File: config.mk
export PLATFORM = sky130hd
export DESIGN_NAME = read_cycle_flat
export DESIGN_NICKNAME = d
export VERILOG_FILES = /design/src/rtl/read_cycle_if.sv /design/src/rtl/read_cycle.sv /design/src/flat_wrapper.sv
export SDC_FILE = /design/constraint.sdc
export NUM_CORES = 1
export LEC_CHECK = 0
export ABC_AREA = 1
export CORE_MARGIN = 2
export CORE_UTILIZATION = 50
export CTS_BUF_LIST = sky130_fd_sc_hd__clkbuf_4
export DETAILED_ROUTE_END_ITERATION = 10
export PLACE_DENSITY_LB_ADDON = 0.15
export RECOVER_POWER = 25
export SKIP_CTS_REPAIR_TIMING = 1
export SLEW_MARGIN = 20
export SYNTH_ARGS = -nofsm -noshare
export SYNTH_HDL_FRONTEND = slang
export SYNTH_SLANG_ARGS = --single-unit
File: constraint.sdc
create_clock -name clk_1ms -period 2.1 [get_ports clk_1ms]
set_clock_uncertainty 0.1 [all_clocks]
set_input_delay 0.315 -clock clk_1ms [delete_from_list [all_inputs] [get_ports clk_1ms]]
set_output_delay 0.315 -clock clk_1ms [all_outputs]
set_load 0.02 [all_outputs]
File: src/rtl/read_cycle_if.sv
// read_cycle_if: request/response and LCD pin bundle for the LCD read sequencer.
// The master side drives requests and the LCD data bus; the slave side is read_cycle itself.
interface read_cycle_if;
  logic       rd_enable;
  logic       reg_sel;
  logic [7:0] lcd_d_in;
  logic [7:0] rd_data;
  logic       rd_finish;
  logic       rd_timeout;
  logic       bus_release;
  logic       E_out;
  logic       RW_out;
  logic       RS_out;

  modport master (
    output rd_enable, reg_sel, lcd_d_in,
    input  rd_data, rd_finish, rd_timeout, bus_release, E_out, RW_out, RS_out
  );

  modport slave (
    input  rd_enable, reg_sel, lcd_d_in,
    output rd_data, rd_finish, rd_timeout, bus_release, E_out, RW_out, RS_out
  );
endinterface

File: src/rtl/read_cycle.sv
// read_cycle: HD44780 read sequencer (setup / E-high / hold) that samples the LCD data bus.
// Busy-flag re-polling of instruction reads is enabled by defining READ_CYCLE_BUSY_POLL_EN.
module read_cycle #(
  parameter int SETUP_TICKS  = 1,
  parameter int E_HIGH_TICKS = 1,
  parameter int MAX_POLLS    = 8
) (
  input  logic        clk_1ms,
  input  logic        reset,
  read_cycle_if.slave bus
);

  localparam logic [2:0] IDLE  = 3'd0;
  localparam logic [2:0] SETUP = 3'd1;
  localparam logic [2:0] EHIGH = 3'd2;
  localparam logic [2:0] HOLD  = 3'd3;
  localparam logic [2:0] DONE  = 3'd4;

  localparam logic [3:0] SETUP_LAST = 4'(SETUP_TICKS - 1);
  localparam logic [3:0] EHIGH_LAST = 4'(E_HIGH_TICKS - 1);

  if ((SETUP_TICKS < 1) || (SETUP_TICKS > 15) || (E_HIGH_TICKS < 1) || (E_HIGH_TICKS > 15) ||
      (MAX_POLLS < 1) || (MAX_POLLS > 255)) begin : g_param_check
    $error("read_cycle: timing/poll parameter out of range");
  end

  logic [2:0] state_r, state_s;
  logic [3:0] tick_r, tick_s;
  logic       rs_r, rs_s;
  logic [7:0] rd_data_r, rd_data_s;
  logic       e_r;
  logic       rw_r;
  logic       finish_r;

`ifdef READ_CYCLE_BUSY_POLL_EN
  localparam logic [7:0] POLL_LAST = 8'(MAX_POLLS - 1);

  logic [7:0] poll_r, poll_s;
  logic       timeout_r, timeout_s;
`endif

  // Next-state, tick counter, register-select latch and data capture.
  always_comb begin
    state_s   = state_r;
    tick_s    = tick_r;
    rs_s      = rs_r;
    rd_data_s = rd_data_r;
`ifdef READ_CYCLE_BUSY_POLL_EN
    poll_s    = poll_r;
    timeout_s = 1'b0;
`endif
    case (state_r)
      IDLE: begin
        if (bus.rd_enable) begin
          rs_s    = bus.reg_sel;
          tick_s  = 4'd0;
          state_s = SETUP;
`ifdef READ_CYCLE_BUSY_POLL_EN
          poll_s  = 8'd0;
`endif
        end else begin
          state_s = IDLE;
        end
      end
      SETUP: begin
        if (tick_r == SETUP_LAST) begin
          tick_s  = 4'd0;
          state_s = EHIGH;
        end else begin
          tick_s  = tick_r + 4'd1;
        end
      end
      EHIGH: begin
        if (tick_r == EHIGH_LAST) begin
          tick_s    = 4'd0;
          rd_data_s = bus.lcd_d_in;
          state_s   = HOLD;
        end else begin
          tick_s    = tick_r + 4'd1;
        end
      end
      HOLD: begin
`ifdef READ_CYCLE_BUSY_POLL_EN
        // Instruction reads with the busy flag set retry until the poll budget runs out.
        if (!rs_r && rd_data_r[7] && (poll_r < POLL_LAST)) begin
          poll_s  = poll_r + 8'd1;
          tick_s  = 4'd0;
          state_s = SETUP;
        end else begin
          timeout_s = !rs_r && rd_data_r[7];
          state_s   = DONE;
        end
`else
        state_s = DONE;
`endif
      end
      DONE:    state_s = IDLE;
      default: state_s = IDLE;
    endcase
  end

  // State, counters and outputs registered from the next state so pins never glitch.
  always_ff @(posedge clk_1ms or negedge reset) begin
    if (!reset) begin
      state_r   <= IDLE;
      tick_r    <= 4'd0;
      rs_r      <= 1'b0;
      rd_data_r <= 8'h00;
      e_r       <= 1'b0;
      rw_r      <= 1'b0;
      finish_r  <= 1'b0;
    end else begin
      state_r   <= state_s;
      tick_r    <= tick_s;
      rs_r      <= rs_s;
      rd_data_r <= rd_data_s;
      e_r       <= (state_s == EHIGH);
      rw_r      <= (state_s == SETUP) || (state_s == EHIGH) || (state_s == HOLD);
      finish_r  <= (state_s == DONE);
    end
  end

`ifdef READ_CYCLE_BUSY_POLL_EN
  // Poll counter and timeout strobe (coincides with the DONE cycle).
  always_ff @(posedge clk_1ms or negedge reset) begin
    if (!reset) begin
      poll_r    <= 8'd0;
      timeout_r <= 1'b0;
    end else begin
      poll_r    <= poll_s;
      timeout_r <= timeout_s;
    end
  end

  assign bus.rd_timeout = timeout_r;
`else
  assign bus.rd_timeout = 1'b0;
`endif

  // The data bus is released for exactly the cycles the LCD is in read mode.
  assign bus.rd_data     = rd_data_r;
  assign bus.rd_finish   = finish_r;
  assign bus.bus_release = rw_r;
  assign bus.E_out       = e_r;
  assign bus.RW_out      = rw_r;
  assign bus.RS_out      = rs_r;

endmodule

File: src/flat_wrapper.sv
// flat-port wrapper written by rule: the top's interface ports become plain ports
module read_cycle_flat 
#(
  parameter int SETUP_TICKS  = 1,
  parameter int E_HIGH_TICKS = 1,
  parameter int MAX_POLLS    = 8
)
  (clk_1ms, reset, bus_rd_enable, bus_reg_sel, bus_lcd_d_in, bus_rd_data, bus_rd_finish, bus_rd_timeout, bus_bus_release, bus_E_out, bus_RW_out, bus_RS_out);
  read_cycle_if bus_i ();
  input  logic clk_1ms;
  input  logic reset;
  input wire logic [$bits(bus_i.rd_enable)-1:0] bus_rd_enable;
  input wire logic [$bits(bus_i.reg_sel)-1:0] bus_reg_sel;
  input wire logic [$bits(bus_i.lcd_d_in)-1:0] bus_lcd_d_in;
  output wire logic [$bits(bus_i.rd_data)-1:0] bus_rd_data;
  output wire logic [$bits(bus_i.rd_finish)-1:0] bus_rd_finish;
  output wire logic [$bits(bus_i.rd_timeout)-1:0] bus_rd_timeout;
  output wire logic [$bits(bus_i.bus_release)-1:0] bus_bus_release;
  output wire logic [$bits(bus_i.E_out)-1:0] bus_E_out;
  output wire logic [$bits(bus_i.RW_out)-1:0] bus_RW_out;
  output wire logic [$bits(bus_i.RS_out)-1:0] bus_RS_out;
  assign bus_i.rd_enable = bus_rd_enable;
  assign bus_i.reg_sel = bus_reg_sel;
  assign bus_i.lcd_d_in = bus_lcd_d_in;
  assign bus_rd_data = bus_i.rd_data;
  assign bus_rd_finish = bus_i.rd_finish;
  assign bus_rd_timeout = bus_i.rd_timeout;
  assign bus_bus_release = bus_i.bus_release;
  assign bus_E_out = bus_i.E_out;
  assign bus_RW_out = bus_i.RW_out;
  assign bus_RS_out = bus_i.RS_out;
  read_cycle #(.SETUP_TICKS(SETUP_TICKS), .E_HIGH_TICKS(E_HIGH_TICKS), .MAX_POLLS(MAX_POLLS)) u_core (.clk_1ms(clk_1ms), .reset(reset), .bus(bus_i));
endmodule
==> results of run 1 <==
cell usage in the layout (no fill, tap or decap), types with 2 or more instances in the layout:
master           instances
nand2_1                 28
clkdlybuf4s50_1         23
dfrtp_1                 19
nand3_1                 17
inv_1                    7
clkbuf_4                 3
inv_2                    2
nor2_1                   2
nor3_1                   2
ha_1                     2
cells by family (layout without fill, tap and decap cells):
| group | count (synthesis) | in the layout | share of synthesized area [%] |
|---|---|---|---|
| XOR/XNOR | 1 | 1 | 1.00 |
| adder cells (fa/ha/maj) | 2 | 2 | 2.87 |
| AND/OR/NAND/NOR | 58 | 58 | 34.4 |
| other | 1 | 1 | 0.430 |
| AO/OA/AOI/OAI | 2 | 2 | 1.15 |
| buffers and inverters | 11 | 38 | 5.60 |
| flip-flops | 19 | 19 | 54.5 |
how the worst max path moves through the flow:
stage,end,startpoint
floorplan,u_core.bus.E_out,u_core.tick_r[0]
global placement,u_core.bus.E_out,u_core.tick_r[0]
detailed placement,u_core.bus.rd_data[0],u_core.tick_r[0]
CTS,bus_rd_data[3],u_core.bus.rd_data[3]
global route,bus_rd_data[2],u_core.bus.rd_data[2]
finish,bus_rd_data[3],u_core.bus.rd_data[3]
per-stage QoR:
| step | cells | worst slack (ns) | utilization (%) | cell area, sq um | hold WS (ns) |
|---|---|---|---|---|---|
| 6_report | 138 | 0.399 | 68.1 | 1150 | 0.384 |
| 5_1_grt | 138 | 0.346 | 68.1 | 1150 | 0.408 |
| 4_1_cts | 138 | 0.384 | 68.3 | 1150 | 0.252 |
| 3_5_place_dp | 134 | 0.599 | 66.7 | 1130 | 0.364 |
| 3_3_place_gp | 134 | 0.667 | 66.7 | 1130 | 0.367 |
| 2_1_floorplan | 94 | 0.755 | - | 872 | -0.0806 |
registers in the layout, indices dropped and copies added, names as in the netlist:
register and cells:
u_core.bus.rd_data 8, u_core.bus.RW_out 1, u_core.bus.RS_out 1, u_core.bus.E_out 1, u_core.bus.rd_finish 1, u_core.state_r 3, u_core.tick_r 4
final cells by class:
| type | count | area (sq um) |
|---|---|---|
| Fill cell | 143 | 539 |
| Sequential cell | 19 | 475 |
| Multi-Input combinational cell | 64 | 348 |
| Timing Repair Buffer | 25 | 244 |
| Inverter | 9 | 33.8 |
| Clock buffer | 3 | 22.5 |
| Tap cell | 17 | 21.3 |
| Clock inverter | 1 | 5.00 |
metal layers:
metal	wire length [microns]	vias up
met3	88	2
met2	796	26
met1	701	319
met5	0	-
li1	-	356
met4	12	0
power groups by stage:
stage	logic (mW)	clock network (mW)	registers, mW
after detailed placement	0.799	0	0.600
after floorplan	0.353	0	0.724
after CTS	0.801	0.184	0.593
after global routing	0.870	0.200	0.608
final	0.789	0.181	0.593
after global placement	0.789	0	0.594
==> qor.csv, run 1 <==
metric,value,unit
status,"complete, no violations",
kind of end point of the critical path,primary output,
hold worst-path end,u_core.bus.rd_data[7],
vias in the first global route,645,
Remaining DRCs,0,
TritonCTS clock tree,yes,
wire length per cell,11.6,microns
GR peak layer,met2,
critical path arrival,1.29,ns
flop2flop setup slack,0.60,ns
die width,45.8,microns
most frequent cells after synthesis,"nand2_1, dfrtp_1, nand3_1",
Max Slew Vio Count,0,
Pre-Repair DR Iteration Count,4,
P_int,0.908,mW
Critical-path top delay cell,clkdlybuf4s50_1,
Worst IR Drop VDD,0.000784,V
maximum fanout along the worst path,2,
GR Util All Layers,17.7,%
Initial Utilization,51.6,%
final hold viol count,0,
initial antenna violation count,0,
Pwr Density,1360,nW/um^2
"CP delay by family, top",buffers and inverters,
Clk pwr share,11.6,%
Hold Path Origin,u_core.bus.rd_data[7],
setup TNS,0,ns
"Largest stage delay, worst path",0.62,ns
Routed WL,1600,microns
post-DP HPWL,1240,microns
most common cell in the netlist,nand2_1,
Tmin final,1.70,ns
Yosys top cell area share,54.5,%
Routed Antenna Nets,0,
Total Power,1.56,mW
Pleak,0.584,nW
Post-synth EDFFs,0,
"flops & latches, synth",19,
worst-skew pair later-pin latency,0.29,ns
Root Buffer,clkbuf_4,
Row Count,15,
Core Box Area,1690,sq um
post-synth net total,108,
share of layout cells above drive strength 1,10.7,%
"Seq/Total Area, Yosys",54.5,%
largest net degree at the start of global routing,20,
cell count after synthesis,94,
net switching power,0.654,mW
Die Y,45.8,microns
worst reg2reg path endpoint,u_core.bus.E_out,
Worst setup SP type,register,
Post-Syn Area per Cell,9.28,sq um
combinational share of power,50.5,%
grt met3 use,2.78,%
Worst path depth,1,
Synth Flop Type,dfrtp_1,
port bufs,24,
R2R cell count,7,
routed vias,703,
global-route met2 utilization,31.5,%
switching share of power,41.9,%
CP Class,register to primary output,
Worst-Margin Slew,0.995,ns
Diodes inserted,0,
worst path required time,1.68,ns
clock transition at the registers of the reported paths,0.11,ns
cell taking the most area after synthesis,dfrtp_1,
Layout area overhead,31.9,%
Flop pwr share,38.0,%
Buf/Inv on CP,1,
grt met1 use,21.3,%
# setup viols final,0,
placer congestion estimate,0.752,
r2r startpoint,u_core.tick_r[0],
worst min path class,register to register,
Slew headroom,33.6,%
Sink Count,19,
num ports,26,
cell area after synthesis,872,sq um
DRT iter0 DRCs,10,
global-route wire length before repair,2650,microns
hold depth,2,
clk buf depth,2,
period utilisation layout,81.0,%
"top cells by area, synth","dfrtp_1, nand2_1, nand3_1",
Overflow after GRT,0,
ys async rst share,100,%
fmax,588,MHz
die area,2090,sq um
Nets,136,
Vias/cell,5.09,
Cell variety after synth,22,
TritonCTS Buffers,3,
H-tree depth,1,
maxcap violations,0,
RSZ-0062 raised after global routing,no,
yosys warns,0,
crit path cell chain,clkdlybuf4s50_1,
Power figures use the tool's default switching activity.
==> run 2, diff against run 1 <==
--- a/config.mk
+++ b/config.mk
@@ -7,7 +7,7 @@
 export LEC_CHECK = 0
 export ABC_AREA = 1
 export CORE_MARGIN = 2
-export CORE_UTILIZATION = 50
+export CORE_UTILIZATION = 47
 export CTS_BUF_LIST = sky130_fd_sc_hd__clkbuf_4
 export DETAILED_ROUTE_END_ITERATION = 10
 export PLACE_DENSITY_LB_ADDON = 0.15
==> constraint.sdc (replaced) <==
create_clock -name clk_1ms -period 1.61 [get_ports clk_1ms]
set_clock_uncertainty 0.1 [all_clocks]
set_input_delay 0.2415 -clock clk_1ms [delete_from_list [all_inputs] [get_ports clk_1ms]]
set_output_delay 0.2415 -clock clk_1ms [all_outputs]
set_load 0.02 [all_outputs]
==> run 2 against run 1 <==
Power up 31%. Clock power increased by 42%. Sequential share of layout area fell by 1.8 points. Register-to-register slack worse by 0.49 ns. Cell area up 4.6%. Largest power group unchanged.
==> qor.csv, run 2 (same netlist as run 1, synthesis figures left out) <==
metric,value,unit,change
post-DP HPWL,1290,microns,was 1240 microns
share of layout cells above drive strength 1,11.5,%,was 10.7%
hold worst-path end,u_core.bus.rd_data[4],,was u_core.bus.rd_data[7]
pre-CTS WS,0.128,ns,was 0.599 ns
status,"complete, no violations",,unchanged
Finished Layout Cells,147,,was 138
Diodes inserted,0,,unchanged
# setup viols final,0,,unchanged
Sink Count,19,,unchanged
final hold viol count,0,,unchanged
switching share of power,42.0,%,was 41.9%
combinational share of power,50.4,%,was 50.5%
fin worst setup slack,0.111,ns,was 0.399 ns
Overflow after GRT,0,,unchanged
TritonCTS Buffers,3,,unchanged
Pre-Repair DR Iteration Count,4,,unchanged
clock transition at the registers of the reported paths,0.11,ns,about the same
num ports,26,,unchanged
Worst-Margin Slew,1.00,ns,was 0.995 ns
routed vias,715,,was 703
R2R cell count,7,,unchanged
TritonCTS clock tree,yes,,unchanged
period utilisation layout,93.1,%,
Routed Antenna Nets,0,,unchanged
largest net degree at the start of global routing,20,,unchanged
Nets,137,,was 136
critical path arrival,1.58,ns,was 1.29 ns
placed instance count,143,,was 134
port bufs,24,,unchanged
fillcell total,153,,was 143
net switching power,0.862,mW,was 0.654 mW
RSZ-0062 raised after global routing,no,,unchanged
worst path required time,1.70,ns,was 1.68 ns
die area,2220,sq um,was 2090 sq um
fmax,667,MHz,
Hold Path Origin,u_core.bus.rd_data[4],,was u_core.bus.rd_data[7]
hold depth,2,,unchanged
Max Slew Vio Count,0,,unchanged
Slew headroom,33.1,%,was 33.6%
placer congestion estimate,0.718,,was 0.752
P_int,1.19,mW,was 0.908 mW
Pleak,0.745,nW,was 0.584 nW
die width,47.1,microns,was 45.8 microns
Tmin final,1.50,ns,
highest-count cells in the layout ignoring fill and taps,"nand2_1, dfrtp_1, nand3_1, dlymetal6s2s_1, clkdlybuf4s50_1",,"was nand2_1, clkdlybuf4s50_1, dfrtp_1, nand3_1, inv_1"
GR Util All Layers,18.1,%,was 17.7%
wire length per cell,11.5,microns,was 11.6 microns
Worst IR Drop VDD,0.000950,V,was 0.000784 V
Flop pwr share,37.1,%,was 38.0%
Clk pwr share,12.5,%,was 11.6%
Root Buffer,clkbuf_4,,unchanged
Remaining DRCs,0,,unchanged
Row Count,15,,unchanged
r2r startpoint,u_core.tick_r[0],,unchanged
maximum fanout along the worst path,10,,was 2
clk buf depth,2,,unchanged
Initial Utilization,50.5,%,was 51.6%
DRT iter0 DRCs,4,,was 10
global-route wire length before repair,2760,microns,was 2650 microns
final core utilization,69.6,%,was 68.1%
Vias/cell,4.86,,was 5.09
flop2flop setup slack,0.11,ns,was 0.60 ns
Layout area overhead,37.9,%,was 31.9%
worst reg2reg path endpoint,u_core.bus.E_out,,unchanged
kind of end point of the critical path,register,,was primary output
worst min path class,register to register,,unchanged
worst-skew pair later-pin latency,0.29,ns,about the same
Routed WL,1690,microns,was 1600 microns
Pwr Density,1710,nW/um^2,was 1360 nW/um^2
maxcap violations,0,,unchanged
initial antenna violation count,0,,unchanged
H-tree depth,1,,unchanged
"most common cell after layout, fill and taps aside",nand2_1,,unchanged
vias in the first global route,666,,was 645
Core Box Area,1730,sq um,was 1690 sq um
CP Class,register to register,,was register to primary output
Die Y,47.1,microns,was 45.8 microns
Worst setup SP type,register,,unchanged
Largest register FFs,8,,unchanged
run 2: per-stage QoR:
| stage | power (mW) | hold WS [ns] | area [sq um] | setup TNS (ns) |
|---|---|---|---|---|
| 2_1_floorplan | 1.41 | -0.154 | 872 | 0 |
| 3_3_place_gp | 1.83 | 0.361 | 1140 | 0 |
| 3_5_place_dp | 1.85 | 0.361 | 1140 | 0 |
| 4_1_cts | 2.11 | 0.189 | 1170 | -0.0476 |
| 5_1_grt | 2.20 | 0.394 | 1200 | 0 |
| 6_report | 2.05 | 0.378 | 1200 | 0 |
run 2: worst max-delay path by stage:
stage	cells after the start	endpoint	slack (ns)	start
final	7	u_core.bus.E_out	0.11	u_core.tick_r[0]
after global routing	7	u_core.bus.E_out	0.03	u_core.tick_r[0]
after detailed placement	7	u_core.bus.rd_data[7]	0.13	u_core.tick_r[0]
after floorplan	7	u_core.bus.E_out	0.27	u_core.tick_r[0]
after CTS	1	bus_rd_data[2]	-0.02	u_core.bus.rd_data[2]
after global placement	7	u_core.bus.E_out	0.18	u_core.tick_r[0]
run 2: power by group through the flow:
| stage | Sequential (mW) | Combinational, mW | Clock, mW |
|---|---|---|---|
| global route | 0.786 | 1.12 | 0.286 |
| CTS | 0.770 | 1.08 | 0.262 |
| detailed placement | 0.775 | 1.07 | 0 |
| floorplan | 0.944 | 0.461 | 0 |
| finish | 0.760 | 1.03 | 0.257 |
| global placement | 0.776 | 1.05 | 0 |
run 2: critical path, cell delays in order (launching register included):
cell and delay, ns:
dfrtp_1 0.44, inv_1 0.10, ha_1 0.16, nand2_1 0.09
nor2_4 0.23, nand2_4 0.13, nand3_2 0.11, nor2_2 0.04
run 2: cell type report:
cell class	count	area, sq um	share of cell area (%)
Clock buffer	4	30.0	2.50
Inverter	9	33.8	2.81
Multi-Input combinational cell	64	348	28.9
Sequential cell	19	475	39.5
Tap cell	25	31.3	2.60
Timing Repair Buffer	26	284	23.6
run 2: per-layer routing:
| layer | vias up | routed length (microns) | GRT usage (%) |
|---|---|---|---|
| met5 | - | 0 | 0 |
| li1 | 357 | - | - |
| met1 | 337 | 706 | 21.0 |
| met4 | 0 | 18 | 10.0 |
| met3 | 2 | 96 | 2.69 |
| met2 | 19 | 867 | 31.8 |
